===== src/rtl/multicycle_uc.sv =====
// Multi-cycle MIPS control unit: walks each instruction through fetch, decode,
// execute, memory and write-back states, with memory wait states, an illegal-opcode flag and a retire counter.
module multicycle_uc #(
  parameter int             OPW     = 6,
  parameter int             ALUOPW  = 3,
  parameter int             CNT_W   = 16,
  parameter logic [OPW-1:0] OP_R    = 6'b000000,
  parameter logic [OPW-1:0] OP_LW   = 6'b100011,
  parameter logic [OPW-1:0] OP_SW   = 6'b101011,
  parameter logic [OPW-1:0] OP_BEQ  = 6'b000100,
  parameter logic [OPW-1:0] OP_ADDI = 6'b001000,
  parameter logic [OPW-1:0] OP_J    = 6'b000010
) (
  input  logic              clk,
  input  logic              rst_n,
  input  logic [OPW-1:0]    inscod,
  input  logic              mem_ready,
  output logic              PCWrite,
  output logic              Branch,
  output logic              IorD,
  output logic              MemRead,
  output logic              MemWrite,
  output logic              IRWrite,
  output logic              Memtoreg,
  output logic              RegDist,
  output logic              Regwrite,
  output logic              ALUsrcA,
  output logic [1:0]        ALUsrcB,
  output logic [ALUOPW-1:0] ALUop,
  output logic [1:0]        PCSource,
  output logic [3:0]        state,
  output logic              illegal,
  output logic [CNT_W-1:0]  retired
);

  // Memory handshake: mem_ready high in FETCH, MEM_RD or MEM_WR means the
  // access requested in that cycle completes at the next rising edge; in
  // every other state mem_ready is ignored.

  typedef enum logic [3:0] {
    S_FETCH     = 4'd0,
    S_DECODE    = 4'd1,
    S_MEM_ADDR  = 4'd2,
    S_MEM_RD    = 4'd3,
    S_MEM_WB    = 4'd4,
    S_MEM_WR    = 4'd5,
    S_R_EXEC    = 4'd6,
    S_R_WB      = 4'd7,
    S_BRANCH    = 4'd8,
    S_ADDI_EXEC = 4'd9,
    S_ADDI_WB   = 4'd10,
    S_JUMP      = 4'd11,
    S_TRAP      = 4'd12
  } state_t;

  typedef struct packed {
    logic              pc_write;
    logic              branch;
    logic              iord;
    logic              mem_read;
    logic              mem_write;
    logic              mem_to_reg;
    logic              reg_dst;
    logic              reg_write;
    logic              alu_src_a;
    logic [1:0]        alu_src_b;
    logic [ALUOPW-1:0] alu_op;
    logic [1:0]        pc_source;
  } ctrl_t;

  localparam logic [ALUOPW-1:0] ALU_ADD   = '0;
  localparam logic [ALUOPW-1:0] ALU_SUB   = ALUOPW'(1);
  localparam logic [ALUOPW-1:0] ALU_FUNCT = '1;

  state_t          state_q;
  state_t          state_d;
  ctrl_t           ctrl_q;
  logic [OPW-1:0]  op_q;
  logic            retire_now;
  logic            illegal_q;
  logic [CNT_W-1:0] retired_q;

  // Control word for a state; FETCH's mem_ready-gated strobes are added outside.
  function automatic ctrl_t ctrl_of(input state_t s);
    ctrl_t c;
    c = '0;
    case (s)
      S_FETCH: begin
        c.mem_read  = 1'b1;
        c.alu_src_b = 2'b01;
        c.alu_op    = ALU_ADD;
      end
      S_DECODE: begin
        c.alu_src_b = 2'b11;
        c.alu_op    = ALU_ADD;
      end
      S_MEM_ADDR: begin
        c.alu_src_a = 1'b1;
        c.alu_src_b = 2'b10;
        c.alu_op    = ALU_ADD;
      end
      S_MEM_RD: begin
        c.mem_read = 1'b1;
        c.iord     = 1'b1;
      end
      S_MEM_WB: begin
        c.reg_write  = 1'b1;
        c.mem_to_reg = 1'b1;
      end
      S_MEM_WR: begin
        c.mem_write = 1'b1;
        c.iord      = 1'b1;
      end
      S_R_EXEC: begin
        c.alu_src_a = 1'b1;
        c.alu_src_b = 2'b00;
        c.alu_op    = ALU_FUNCT;
      end
      S_R_WB: begin
        c.reg_dst   = 1'b1;
        c.reg_write = 1'b1;
      end
      S_BRANCH: begin
        c.alu_src_a = 1'b1;
        c.alu_src_b = 2'b00;
        c.alu_op    = ALU_SUB;
        c.branch    = 1'b1;
        c.pc_source = 2'b01;
      end
      S_ADDI_EXEC: begin
        c.alu_src_a = 1'b1;
        c.alu_src_b = 2'b10;
        c.alu_op    = ALU_ADD;
      end
      S_ADDI_WB: begin
        c.reg_write = 1'b1;
      end
      S_JUMP: begin
        c.pc_write  = 1'b1;
        c.pc_source = 2'b10;
      end
      default: c = '0;
    endcase
    return c;
  endfunction

  always_comb begin
    state_d = S_FETCH;
    case (state_q)
      S_FETCH:  state_d = mem_ready ? S_DECODE : S_FETCH;
      S_DECODE: begin
        if (inscod == OP_LW || inscod == OP_SW) state_d = S_MEM_ADDR;
        else if (inscod == OP_R)                state_d = S_R_EXEC;
        else if (inscod == OP_BEQ)              state_d = S_BRANCH;
        else if (inscod == OP_ADDI)             state_d = S_ADDI_EXEC;
        else if (inscod == OP_J)                state_d = S_JUMP;
        else                                    state_d = S_TRAP;
      end
      // The IR may already hold something else here, so use the captured opcode.
      S_MEM_ADDR:  state_d = (op_q == OP_SW) ? S_MEM_WR : S_MEM_RD;
      S_MEM_RD:    state_d = mem_ready ? S_MEM_WB : S_MEM_RD;
      S_MEM_WB:    state_d = S_FETCH;
      S_MEM_WR:    state_d = mem_ready ? S_FETCH : S_MEM_WR;
      S_R_EXEC:    state_d = S_R_WB;
      S_R_WB:      state_d = S_FETCH;
      S_BRANCH:    state_d = S_FETCH;
      S_ADDI_EXEC: state_d = S_ADDI_WB;
      S_ADDI_WB:   state_d = S_FETCH;
      S_JUMP:      state_d = S_FETCH;
      S_TRAP:      state_d = S_FETCH;
      default:     state_d = S_FETCH;
    endcase
  end

  always_comb begin
    retire_now = 1'b0;
    case (state_q)
      S_MEM_WB, S_R_WB, S_BRANCH, S_ADDI_WB, S_JUMP: retire_now = 1'b1;
      S_MEM_WR: retire_now = mem_ready;
      default:  retire_now = 1'b0;
    endcase
  end

  // The control word is registered from the next state, so it always matches state_q.
  always_ff @(posedge clk or negedge rst_n) begin
    if (!rst_n) begin
      state_q   <= S_FETCH;
      ctrl_q    <= ctrl_of(S_FETCH);
      op_q      <= '0;
      illegal_q <= 1'b0;
      retired_q <= '0;
    end else begin
      state_q <= state_d;
      ctrl_q  <= ctrl_of(state_d);
      if (state_q == S_DECODE) op_q <= inscod;
      if (state_q == S_TRAP) illegal_q <= 1'b1;
      if (retire_now) retired_q <= retired_q + CNT_W'(1);
    end
  end

  assign IRWrite  = (state_q == S_FETCH) && mem_ready;
  assign PCWrite  = ctrl_q.pc_write | IRWrite;
  assign Branch   = ctrl_q.branch;
  assign IorD     = ctrl_q.iord;
  assign MemRead  = ctrl_q.mem_read;
  assign MemWrite = ctrl_q.mem_write;
  assign Memtoreg = ctrl_q.mem_to_reg;
  assign RegDist  = ctrl_q.reg_dst;
  assign Regwrite = ctrl_q.reg_write;
  assign ALUsrcA  = ctrl_q.alu_src_a;
  assign ALUsrcB  = ctrl_q.alu_src_b;
  assign ALUop    = ctrl_q.alu_op;
  assign PCSource = ctrl_q.pc_source;
  assign state    = state_q;
  assign illegal  = illegal_q;
  assign retired  = retired_q;

endmodule


===== config.mk =====
export PLATFORM = sky130hd
export DESIGN_NAME = multicycle_uc
export DESIGN_NICKNAME = d
export VERILOG_FILES = /design/src/rtl/multicycle_uc.sv
export SDC_FILE = /design/constraint.sdc
export NUM_CORES = 1
export LEC_CHECK = 0
export CAP_MARGIN = 20
export CELL_PAD_IN_SITES_DETAIL_PLACEMENT = 0
export CELL_PAD_IN_SITES_GLOBAL_PLACEMENT = 2
export CORE_ASPECT_RATIO = 0.8
export CORE_MARGIN = 2
export CORE_UTILIZATION = 31
export DETAILED_ROUTE_END_ITERATION = 7
export GPL_ROUTABILITY_DRIVEN = 0
export PLACE_DENSITY = 0.74
export SLEW_MARGIN = 20
export SYNTH_ARGS = -nofsm -noshare
export SYNTH_HDL_FRONTEND = slang
export SYNTH_SLANG_ARGS = --single-unit

===== constraint.sdc =====
create_clock -name clk -period 2.23 [get_ports clk]
set_input_delay 0.223 -clock clk [delete_from_list [all_inputs] [get_ports clk]]
set_output_delay 0.223 -clock clk [all_outputs]
set_load 0.005 [all_outputs]

==> qor.txt <==
register area - 1030 sq um
worst min path class - in -> async
syn_nets - 184
Post-Syn Area - 1970 sq um
Post-Place Cell Area - 2500 sq um
max cap viols - 0
# fillers - 576
Distinct cells, synth - 49
first-pass GRT wire length - 7100 um
Static Leakage - 1.16 nW
drt wl/cell - 13.7 um
Max VDD drop - 0.560 mV
hpwl dp - 3080 um
status - complete, no violations
worst setup path class - reg -> out
DR vias/cell - 4.71
remaining antenna violation count - 0
synthesis-to-layout area growth - 33.1%
Root Buffer - clkbuf_8
TritonCTS clock tree - done
pre-CTS setup slack - -0.0307 ns
detailed-routing iteration count for the pre-antenna-repair pass - 5
share of cells above drive strength 1 - 16.7%
number of global-route vias before repair - 1,450
clock period minus worst slack - 2.12 ns
die span in x - 93.2 um
hold slack - 0.0555 ns
RSZ-0062 raised after global routing - no
initial drt markers - 57
Synth area leaders - dfrtp_1 49%, buf_4 4.2%, xnor2_1 4.0%
Final Hold Viols - 0
Synth area leader - dfrtp_1
IO Count - 47
drt total wl - 4240 um
Core Area - 6040 sq um
worst-path fanout max - 7
period utilization - 95.3%
GRT Util Overall - 13.0%
antenna violations before repair - 0
FMAX - 471 MHz
Clock Path Buffers - 2
pwr dens - 1120 nW/um^2
Ant. Diodes - 0
Slew Viols, Final - 0
Post-synth ARST share - 100%
crit-path max cell delay - 0.48 ns
Post-Syn Area per Cell - 11.3 sq um
Port Buf Inserts - 46
Yosys reg bits - 41
Initial Util - 32.7%
Critical Path, Cell by Cell - buf_4 > or2_1 > nor2_1 > or2_2 > clkdlybuf4s50_1
met3 routed WL - 188 um
Vert. Die Dim - 75.4 um
Arrival @ worst endpoint - 1.90 ns
Core Rows - 25
Slew headroom - 40.5%
CTS clock-pin slew for the worst setup and hold paths - 0.07 ns
Sinks on Clock Net - 41
Worst-Margin Slew - 0.892 ns
# H-tree levels - 2
Multi-input gate area - 843 sq um
Clk Latency, worst-skew pair - 0.28 ns
die area - 7030 sq um
Seq/Total Area, Yosys - 52.1%
largest net degree at the start of global routing - 42
vias - 1,456
Max Used Layer - met4
crit start category - flip-flop
setup violators final - 0
Critical Path Sink Type - output port
Final TNS setup - 0 ns
post-synth top area share - 49.4%
Detail Route met2 WL - 1960 um
nets@finish - 238
ys flop type - dfrtp_1
CP max-delay cell - clkdlybuf4s50_1
setup slack after layout - 0.105 ns
Post-synth EDFFs - 0
CTS Buf Count - 5
required time worst endpoint - 2.01 ns
drc violations - 0
clk_skew - 0.00284 ns
M1 WL - 2060 um
Ys Warns - 0
grt total ovfl - 0
Synth Instances - 174
final instance area - 2630 sq um
## cell type report
cell class | instances | share of cell area (%)
well taps | 81 | 3.86
repair buffers | 59 | 21.0
flip-flops and latches | 41 | 39.2
multi-input cells | 117 | 32.1
inverters | 4 | 0.571
clock buffers | 7 | 3.28
## power by group
group	total, mW	internal [mW]	switching [mW]
sequential	1.17	0.974	0.193
combinational	1.30	0.737	0.560
clock	0.490	0.246	0.245
## cell families (layout without fill, tap and decap cells)
| group | after synthesis | in the layout | share of synthesized area, % |
|---|---|---|---|
| AOI/OAI and AO/OA | 23 | 23 | 9.70 |
| xor gates and xnor gates | 18 | 18 | 7.99 |
| adders and majority gates | 1 | 1 | 0.634 |
| buffers and inverters | 16 | 70 | 5.20 |
| DFF | 41 | 41 | 52.1 |
| muxes | 6 | 6 | 3.42 |
| and+or+nand+nor | 69 | 69 | 21.0 |
## path summary, 6_finish.rpt
kind | from | to | slack, ns | cells after the start
hold / removal | rst_n | op_q[1] | 0.06 | 1
setup reg to reg | state[0] | ALUop[0] | 0.21 | 5
max in group asynchronous | rst_n | state[1] | 1.55 | 1
min in group clk | retired[15] | retired[15] | 0.48 | 1
setup / recovery | state[1] | PCWrite | 0.11 | 5
hold reg to reg | retired[15] | retired[15] | 0.48 | 1
## placed cells by master, fill, tap and decap left out, drive strengths merged, types with 2 or more instances in the layout
cell and count:
nor2b 4, dfrtp 39, and4 2, nor3 8, dfstp 2, nor4 2
and3 6, o21ai 5, nor2 11, nand2 11, o21bai 2, buf 14
a21oi 5, clkbuf 7, inv 4, xor2 9, or2 2, nand4 4
mux2 6, nand2b 4, clkdlybuf4s50 45, a21o 2, nand3 6, xnor2 9
## stage by stage
stage          cells  power, mW  util (%)
3_5_place_dp     297       2.43      41.5
3_3_place_gp     297       2.42      41.5
4_1_cts          304       2.94      42.9
2_1_floorplan    174       1.91         -
6_report         309       2.95      43.5
5_1_grt          309       3.17      43.5
## what timing repair did
| action | 4_1_cts | 5_1_grt |
|---|---|---|
| buffers inserted | 0 | 5 |
| gates resized for setup | 0 | 1 |
| endpoints found under the setup margin | 0 | 4 |
| hold buffers | 0 | 0 |
## Yosys cell counts (2+ instances only)
library cell  number
dfrtp_1           39
buf_4             11
nor2_1            11
nand2_1           10
xnor2_1            9
xor2_1             9
nor3_1             8
and3_1             6
nand3_1            6
mux2_2             5
a21oi_1            4
nand2b_1           4
nand4_1            4
nor2b_1            4
inv_1              3
o21ai_0            3
a21o_1             2
and4_1             2
dfstp_2            2
o21ai_1            2
o21bai_1           2
## state kept, by name, summed over array words and instances (netlist names)
| name | cells |
|---|---|
| IorD | 1 |
| retired | 16 |
| PCSource | 2 |
| op_q | 6 |
| Regwrite | 1 |
| MemRead | 1 |
| RegDist | 1 |
| ALUop | 2 |
| state | 4 |
| ALUsrcB | 2 |
| Memtoreg | 1 |
| MemWrite | 1 |
| ctrl_q | 1 |
| illegal | 1 |
| ALUsrcA | 1 |
## per-layer routing
metal	vias up	GRT usage (%)
li1	714	-
met1	702	17.9
met5	-	0
met4	0	3.43
met2	35	20.6
met3	5	3.26
## worst max-delay path, delay by kind of cell (launching register included)
kind | cells | cell delay [ns]
and+or+nand+nor | 3 | 0.52
DFF | 1 | 0.45
buffers and inverters | 2 | 0.65
Power figures use the tool's default switching activity.
